$ cat config.mk
export PLATFORM = sky130hd
export DESIGN_NAME = mine_placer_ctrl
export DESIGN_NICKNAME = d
export VERILOG_FILES = /design/src/rtl/mine_pkg.sv /design/src/rtl/lcg_next.sv /design/src/rtl/mine_placer_ctrl.sv
export SDC_FILE = /design/constraint.sdc
export NUM_CORES = 1
export LEC_CHECK = 0
export BUFFER_PORTS_ARGS = -buffer_cell sky130_fd_sc_hd__buf_2
export CAP_MARGIN = 20
export CORE_MARGIN = 10
export CORE_UTILIZATION = 40
export CTS_BUF_LIST = sky130_fd_sc_hd__clkbuf_8
export DETAILED_ROUTE_END_ITERATION = 8
export MAX_ROUTING_LAYER = met4
export SLEW_MARGIN = 20
export SYNTH_ARGS = -nofsm -noshare
export SYNTH_HDL_FRONTEND = slang
export SYNTH_HIERARCHICAL = 1
export SYNTH_SLANG_ARGS = --single-unit
$ cat constraint.sdc
create_clock -name in_clka -period 16.6 [get_ports in_clka]
set_input_delay 3.32 -clock in_clka [delete_from_list [all_inputs] [get_ports in_clka]]
set_output_delay 3.32 -clock in_clka [all_outputs]
set_load 0.03 [all_outputs]
$ cat src/rtl/mine_pkg.sv
// Shared constants and state encoding for the mine placement sequencer.
package mine_pkg;
  localparam int BOARD_CELLS = 25;
  localparam int CELL_W      = 5;

  localparam logic [CELL_W-1:0] NO_SAFE = 5'd25;

  typedef enum logic [1:0] {
    IDLE  = 2'd0,
    LOAD  = 2'd1,
    PLACE = 2'd2,
    DONE  = 2'd3
  } state_e;
endpackage

$ cat src/rtl/lcg_next.sv
// Combinational LCG step: y = (a*x + c) mod BOARD_CELLS.
module lcg_next
  import mine_pkg::*;
(
  input  logic [CELL_W-1:0] a,
  input  logic [CELL_W-1:0] c,
  input  logic [CELL_W-1:0] x,
  output logic [CELL_W-1:0] y
);
  logic [9:0] sum;

  // full 10-bit product plus increment, reduced exactly
  always_comb begin
    sum = 10'(a) * 10'(x) + 10'(c);
    y   = CELL_W'(sum % 10'(BOARD_CELLS));
  end
endmodule

$ cat src/rtl/mine_placer_ctrl.sv
// Places N distinct mines on a 5x5 board via LCG with linear probing,
// never touching the first-click safe cell.
module mine_placer_ctrl
  import mine_pkg::*;
(
  input  logic                   in_clka,
  input  logic                   in_reset,
  input  logic                   in_start,
  input  logic [CELL_W-1:0]      in_mult,
  input  logic [CELL_W-1:0]      in_increment,
  input  logic [CELL_W-1:0]      in_seed,
  input  logic [CELL_W-1:0]      in_mines_num,
  input  logic [CELL_W-1:0]      in_safe_cell,
  output logic [BOARD_CELLS-1:0] out_mines,
  output logic                   out_busy,
  output logic                   out_done,
  output logic [CELL_W-1:0]      out_mine_count,
  output logic                   out_error
);
  state_e state_q, state_d;

  logic [CELL_W-1:0] x_q, x_d;
  logic [CELL_W-1:0] a_q, a_d;
  logic [CELL_W-1:0] c_q, c_d;
  logic [CELL_W-1:0] safe_q, safe_d;
  logic [CELL_W-1:0] cnt_q, cnt_d;
  logic [CELL_W-1:0] tgt_q, tgt_d;
  logic [BOARD_CELLS-1:0] mines_q, mines_d;
  logic err_q, err_d;

  logic [CELL_W-1:0] x_lcg;
  logic [CELL_W-1:0] x_probe;
  logic [CELL_W-1:0] seed_m;
  logic [CELL_W-1:0] avail;
  logic              cand_ok;

  lcg_next u_lcg (
    .a(a_q),
    .c(c_q),
    .x(x_q),
    .y(x_lcg)
  );

  assign seed_m  = in_seed % CELL_W'(BOARD_CELLS);
  assign x_probe = (x_q == CELL_W'(BOARD_CELLS - 1))
                 ? '0 : x_q + 1'b1;
  assign cand_ok = !mines_q[x_q] && (x_q != safe_q);
  assign avail   = (in_safe_cell < NO_SAFE)
                 ? CELL_W'(BOARD_CELLS - 1)
                 : CELL_W'(BOARD_CELLS);

  always_comb begin
    state_d = state_q;
    x_d     = x_q;
    a_d     = a_q;
    c_d     = c_q;
    safe_d  = safe_q;
    cnt_d   = cnt_q;
    tgt_d   = tgt_q;
    mines_d = mines_q;
    err_d   = err_q;
    unique case (state_q)
      IDLE: begin
        if (in_start) state_d = LOAD;
      end
      LOAD: begin
        a_d     = in_mult;
        c_d     = in_increment;
        safe_d  = in_safe_cell;
        x_d     = seed_m;
        mines_d = '0;
        cnt_d   = '0;
        err_d   = in_mines_num > avail;
        tgt_d   = err_d ? avail : in_mines_num;
        state_d = (tgt_d == '0) ? DONE : PLACE;
      end
      PLACE: begin
        if (cand_ok) begin
          mines_d[x_q] = 1'b1;
          cnt_d        = cnt_q + 1'b1;
          x_d          = x_lcg;
          if (cnt_d == tgt_q) state_d = DONE;
        end else begin
          x_d = x_probe;
        end
      end
      DONE: begin
        // a restart wipes the previous board as soon as it is accepted
        if (in_start) begin
          state_d = LOAD;
          mines_d = '0;
          cnt_d   = '0;
          err_d   = 1'b0;
        end
      end
      default: state_d = IDLE;
    endcase
  end

  always_ff @(negedge in_clka or posedge in_reset) begin
    if (in_reset) begin
      state_q <= IDLE;
      x_q     <= '0;
      a_q     <= '0;
      c_q     <= '0;
      safe_q  <= NO_SAFE;
      cnt_q   <= '0;
      tgt_q   <= '0;
      mines_q <= '0;
      err_q   <= 1'b0;
    end else begin
      state_q <= state_d;
      x_q     <= x_d;
      a_q     <= a_d;
      c_q     <= c_d;
      safe_q  <= safe_d;
      cnt_q   <= cnt_d;
      tgt_q   <= tgt_d;
      mines_q <= mines_d;
      err_q   <= err_d;
    end
  end

  assign out_mines      = mines_q;
  assign out_mine_count = cnt_q;
  assign out_error      = err_q;
  assign out_busy       = (state_q == LOAD) || (state_q == PLACE);
  assign out_done       = (state_q == DONE);
endmodule

==> flow_summary.yaml, run 1 <==
grt:
  grt_max_degree: 59
  track_usage_pct: 15.7
  grt_pass1_vias: 4737
  grt_pass1_wl_um: 23800
  antenna_found_initial: 0
  grt_overflow_total: 0
floorplan:
  ios: 61
  coreArea_um2: 13400
  die_x_um: 138
  die_area_um2: 18900
  start_util_pct: 41.3
  die_height_um: 138
  rows: 42
setup_path:
  cp-end-kind: "primary output"
  timing.critical_path.cells: "inv_1 > ha_1 > buf_2"
  timing.rr.end: "x_q[1]$_DFFE_NP0P_"
  critPathRequiredTime_ns: 13.28
  cp_num_cells: 3
  cp_slowest_stage_delay_ns: 0.58
  crit_type: "register to primary output"
  cp_top_family: "adder cells"
  r2r_setup_slack_ns: 8.07
  arrival_ns: 10.06
  timing.rr.start: "x_q[0]$_DFFE_NP0P_"
  r2r_cells: 30
  worstSetupStartpointType: "register"
  crit_slowest_cell: "ha_1"
  critPathMaxFanout: 14
  path_buf_inv: 2
yosys:
  netlist_area_um2: 5530
  synth-edff-count: 0
  netlist-cell-type-count: 92
  ys_ff_latch: 58
  avgSynthCellArea_um2: 9.21
  ys_warn_count: 6
  ys_seq_area_share_pct: 26.3
  synthArstFlopShare_pct: 100
  synth_nets: 677
  synthFlopType: "dfrtn_1"
  yosys.area.top_type: "dfrtn_1"
  ys_top_cells_by_area: "dfrtn_1, ha_1, fa_1"
  syn_inst: 600
  synth_top_area_share_pct: 24.9
run:
  max-cap-violations: 0
pwr:
  p_leak_nw: 2.73
  power_per_cell_area_nw_per_um2: 45.5
  peakVddDrop_v: 0.0000342
detailed_routing:
  wirelength_um: 14300
  dr.pass1.iters: 5
  detail_route.wl_per_cell_um: 17.2
  dr.first_iter.drc_count: 382
  via_count: 4822
  vias_per_cell: 5.80
  detail-route-antenna-nets: 0
  drc: 0
clocking:
  ctsLongestPathBuffers: 2
  cts_setup_buffers: 0
  tritoncts: "done"
  cts-root-buf: "clkbuf_8"
  clkLatencyLatePin_ns: 0.38
  path_clk_slew_ns: 0.04
  numClockSinks: 58
  cts_buffers: 9
  cts_resized: 0
  cts_hold_buf: 0
  cts_max_level: 3
run_status:
  status: "finished clean"
worst_hold_path:
  min_path_type: "register to register"
  hold_path_startpoint: "c_q[3]$_DFFE_NP0P_"
  hold_depth: 1
  min_to: "c_q[3]$_DFFE_NP0P_"
layout:
  seqCellArea_um2: 1460
  area_growth_pct: 10.4
  drive_gt1_share_pct: 20.9
  diodes: 0
  nets: 728
  multi_input_comb_area_um2: 3750
  fillCellCount: 1329
placed_design:
  gp_congestion: 0.894
  port_buffers: 60
  dpl.hpwl_um: 10900
timing:
  drv_slew: 0
  finalSetupTns_ns: 0
  worst_pin_slew_ns: 0.850
  holdWs_ns: 0.453
  slew_headroom_pct: 43.1
  finClkSkew_ns: 0.0531
  rsz0062_at_grt: "no"
  finalSetupViolCount: 0
  report.final.hold_viol_count: 0
## worst max path at each step
stage,startpoint,endpoint
final,state_q[0]$_DFFE_NP0P_,out_busy
after global routing,state_q[0]$_DFFE_NP0P_,out_busy
after CTS,state_q[0]$_DFFE_NP0P_,out_busy
after detailed placement,in_start,out_mines[20]$_DFFE_NP0P_
after global placement,in_start,out_mines[13]$_DFFE_NP0P_
after floorplan,in_reset,a_q[0]$_DFFE_NP0P_
## where the power goes
group | internal, W | switching (W) | total (W) | leakage (nW)
logic | 0.00000394 | 0.00000704 | 0.0000110 | 1.90
clock network | 0.0000673 | 0.0000566 | 0.000124 | 0.122
registers | 0.000142 | 0.0000000999 | 0.000142 | 0.711
## registers in the layout (all words and copies together) (netlist names)
register and flops:
c_q 5, state_q 2, tgt_q 5, safe_q 5, out_mine_count 5, a_q 5
out_mines 25, out_error 1, x_q 5
## synth_stat cells, drive strengths merged, types with 4 or more instances
cell type   n
mux2i      18
a21boi      5
clkbuf      6
nor2       39
inv        46
dfrtn      55
or3         5
buf        18
and3        7
xnor2      14
a211o       5
nand3      18
a22o       25
ha         35
a31oi       8
nor3       18
o22ai       8
o21a        7
nand2b     10
o211ai     11
xor2        9
o21ai      29
a211oi      7
mux2       21
o31ai       7
a21oi      19
fa         14
and2       28
nand4       4
nand2      41
## layer usage
metal,track usage [%],vias to the layer above,wire (um)
met4,4.10,0,181
met3,3.35,18,668
met5,-,-,0
met1,20.4,2354,6630
li1,-,2316,-
met2,24.2,134,6790
## cells by family (layout without fill, tap and decap cells)
group	count (synthesis)	count (layout)	synth area share, %
and+or+nand+nor	182	182	17.2
AOI/OAI and AO/OA	177	177	25.8
DFF	58	58	26.3
muxes	40	40	7.94
adders and majority gates	49	49	13.0
buffers and inverters	71	127	5.91
xor gates and xnor gates	23	23	3.92
## metrics by stage
step / std cells / power [W] / cell area, um2 / worst slack [ns] / utilization [%]
after CTS: 832 / 0.000281 / 6100 / 3.22 / 45.5
after floorplan: 600 / 0.000151 / 5530 / 3.66 / -
after detailed placement: 814 / 0.000158 / 5910 / 3.19 / 44.1
after global routing: 832 / 0.000292 / 6100 / 3.13 / 45.5
final: 832 / 0.000277 / 6100 / 3.22 / 45.5
after global placement: 814 / 0.000157 / 5910 / 3.28 / 44.1
## final cells by class
cell class                      count  share of cell area [%]
Clock buffer                        9                    2.03
Clock inverter                     10                    1.07
Inverter                           46                    2.83
Multi-Input combinational cell    471                    61.4
Sequential cell                    58                    23.9
Tap cell                          176                    3.61
Timing Repair Buffer               62                    5.17
## cell usage in the layout, fill, tap and decap left out, types with 13 or more instances in the layout
cell type and n:
mux2i_1 18, nor3_1 18, o21ai_0 21, mux2_2 19
ha_1 34, dfrtn_1 55, a22o_1 25, buf_2 60
nor2_1 35, and2_1 27, xnor2_1 13, nand3_1 17
fa_1 14, a21oi_1 15, nand2_1 40, inv_1 51
## worst register-to-register path: cells and delay by family (launching register included)
kind	cells	cell delay [ns]
AOI/OAI and AO/OA	12	3.27
buffers and inverters	3	0.25
and+or+nand+nor	6	0.98
adders and majority gates	6	2.38
xor gates and xnor gates	1	0.32
DFF	1	0.82
muxes	2	0.35
Power figures use the tool's default switching activity.
==> run 2: changes to the inputs <==
==> constraint.sdc (replaced) <==
create_clock -name in_clka -period 11.1 [get_ports in_clka]
set_input_delay 2.22 -clock in_clka [delete_from_list [all_inputs] [get_ports in_clka]]
set_output_delay 2.22 -clock in_clka [all_outputs]
set_load 0.03 [all_outputs]
==> run 2 against run 1 <==
Net effect:
- sequential power is 50% higher
- clock-buffer cell count did not move
- global-route usage is essentially flat
- final area fell by 0.37%
- critical path depth stayed put
- utilization down 0.17 points
- final cell count did not move
- clock skew grew 0.0046 ns
- via count down 0.12%
- worst hold slack got worse by 0.0017 ns
- critical path type unchanged
- critical endpoint unchanged
- largest cell class unchanged
==> flow_summary.yaml, run 2 (synthesis gave the netlist of run 1 again) <==
setup_path:
  timing.rr.end: "x_q[1]$_DFFE_NP0P_"
  cp-end-kind: "primary output"
  critPathMaxFanout: 14
  r2r_cells: 30
  critPathRequiredTime_ns: 8.88
  r2r_setup_slack_ns: 2.43
  worstSetupStartpointType: "register"
  timing.rr.start: "x_q[3]$_DFFE_NP0P_"
  arrival_ns: 7.31
  crit_type: "register to primary output"
layout:
  final_area_um2: 6080
  nets: 728
  largest_reg_flops: 25
  seqCellArea_um2: 1460
  most-common-layout-cells: "buf_2, dfrtn_1, inv_1"
  diodes: 0
  drive_gt1_share_pct: 21.2
  multi_input_comb_area_um2: 3750
  fillCellCount: 1343
  final_common_cell: "buf_2"
  area_growth_pct: 9.96
floorplan:
  start_util_pct: 41.3
  die_area_um2: 18900
  die_x_um: 138
  die_height_um: 138
  ios: 61
  rows: 42
  coreArea_um2: 13400
worst_hold_path:
  hold_path_startpoint: "out_error$_DFFE_NP0P_"
  min_to: "out_error$_DFFE_NP0P_"
  hold_depth: 2
  min_path_type: "register to register"
placed_design:
  gp_congestion: 0.894
  port_buffers: 60
  dpl_cell_area_um2: 5910
  post-place-ws_ns: 1.52
  dpl.hpwl_um: 11000
detailed_routing:
  dr.first_iter.drc_count: 445
  wirelength_um: 14400
  vias_per_cell: 5.79
  detail_route.wl_per_cell_um: 17.3
  detail-route-antenna-nets: 0
  dr.pass1.iters: 5
  drc: 0
  via_count: 4816
grt:
  grt_overflow_total: 0
  met1_usage_pct: 20.5
  grt_use_met2_pct: 24.5
  grt_pass1_wl_um: 23700
  grt_max_degree: 40
  busiest_layer: "met2"
  grt_pass1_vias: 4851
  track_usage_pct: 15.6
  antenna_found_initial: 0
  met3_usage_pct: 2.84
clocking:
  cts-root-buf: "clkbuf_8"
  tritoncts: "done"
  cts_resized: 0
  path_clk_slew_ns: 0.05
  numClockSinks: 58
  cts_hold_buf: 0
  clkLatencyLatePin_ns: 0.39
  cts_setup_buffers: 0
  cts_buffers: 9
  ctsLongestPathBuffers: 2
  cts_max_level: 3
pwr:
  power_per_cell_area_nw_per_um2: 64.7
  p_leak_nw: 2.71
  peakVddDrop_v: 0.0000533
timing:
  layout_setup_ws_ns: 1.57
  finClkSkew_ns: 0.0577
  rsz0062_at_grt: "no"
  slew_headroom_pct: 41.5
  finalSetupViolCount: 0
  finalSetupTns_ns: 0
  drv_slew: 0
  report.final.hold_viol_count: 0
  worst_pin_slew_ns: 0.873
run_status:
  status: "finished clean"
run:
  max-cap-violations: 0
run 2: cell types whose count changed in the layout (fill, tap and decap cells not counted):
cell,delta
bufinv_16,-1
clkinv_1,-1
clkinv_2,+2
clkinvlp_2,+1
inv_1,-1
run 2: power breakdown:
| part | switching, W | leakage, nW | internal (W) |
|---|---|---|---|
| Sequential | 0.000000139 | 0.711 | 0.000213 |
| Clock | 0.0000857 | 0.108 | 0.0000779 |
| Combinational | 0.0000107 | 1.90 | 0.00000590 |
run 2: final cells by class:
| class | count | area share (%) |
|---|---|---|
| clock buffer | 9 | 2.04 |
| multi-input combinational | 471 | 61.7 |
| inverter | 46 | 2.84 |
| sequential | 58 | 23.9 |
| clock inverter | 10 | 0.700 |
| timing repair buffer | 62 | 5.19 |
| tap | 176 | 3.62 |
run 2: worst max path at each step:
stage	startpoint	to
2_1_floorplan	in_reset	a_q[0]$_DFFE_NP0P_
3_3_place_gp	in_start	out_mines[14]$_DFFE_NP0P_
3_5_place_dp	in_start	out_mines[12]$_DFFE_NP0P_
4_1_cts	state_q[0]$_DFFE_NP0P_	out_busy
5_1_grt	state_q[0]$_DFFE_NP0P_	out_busy
6_report	state_q[0]$_DFFE_NP0P_	out_busy
run 2: metal layers:
layer | up-vias | wire length (um)
met5 | - | 0
met4 | 0 | 210
met3 | 21 | 662
met2 | 110 | 6740
met1 | 2373 | 6760
li1 | 2312 | -
run 2: stage by stage:
step                hold slack, ns  total power, W  std cells  utilization, %
CTS                          0.460        0.000398        832            45.3
floorplan                    0.441        0.000226        600               -
detailed placement           0.456        0.000236        814            44.1
global route                 0.468        0.000410        832            45.4
finish                       0.452        0.000393        832            45.4
global placement             0.448        0.000235        814            44.1
run 2: worst max-delay path: stages, from the launching register on:
cell and delay [ns]:
dfrtn_1 0.48, inv_1 0.08, ha_1 0.57, buf_2 0.29
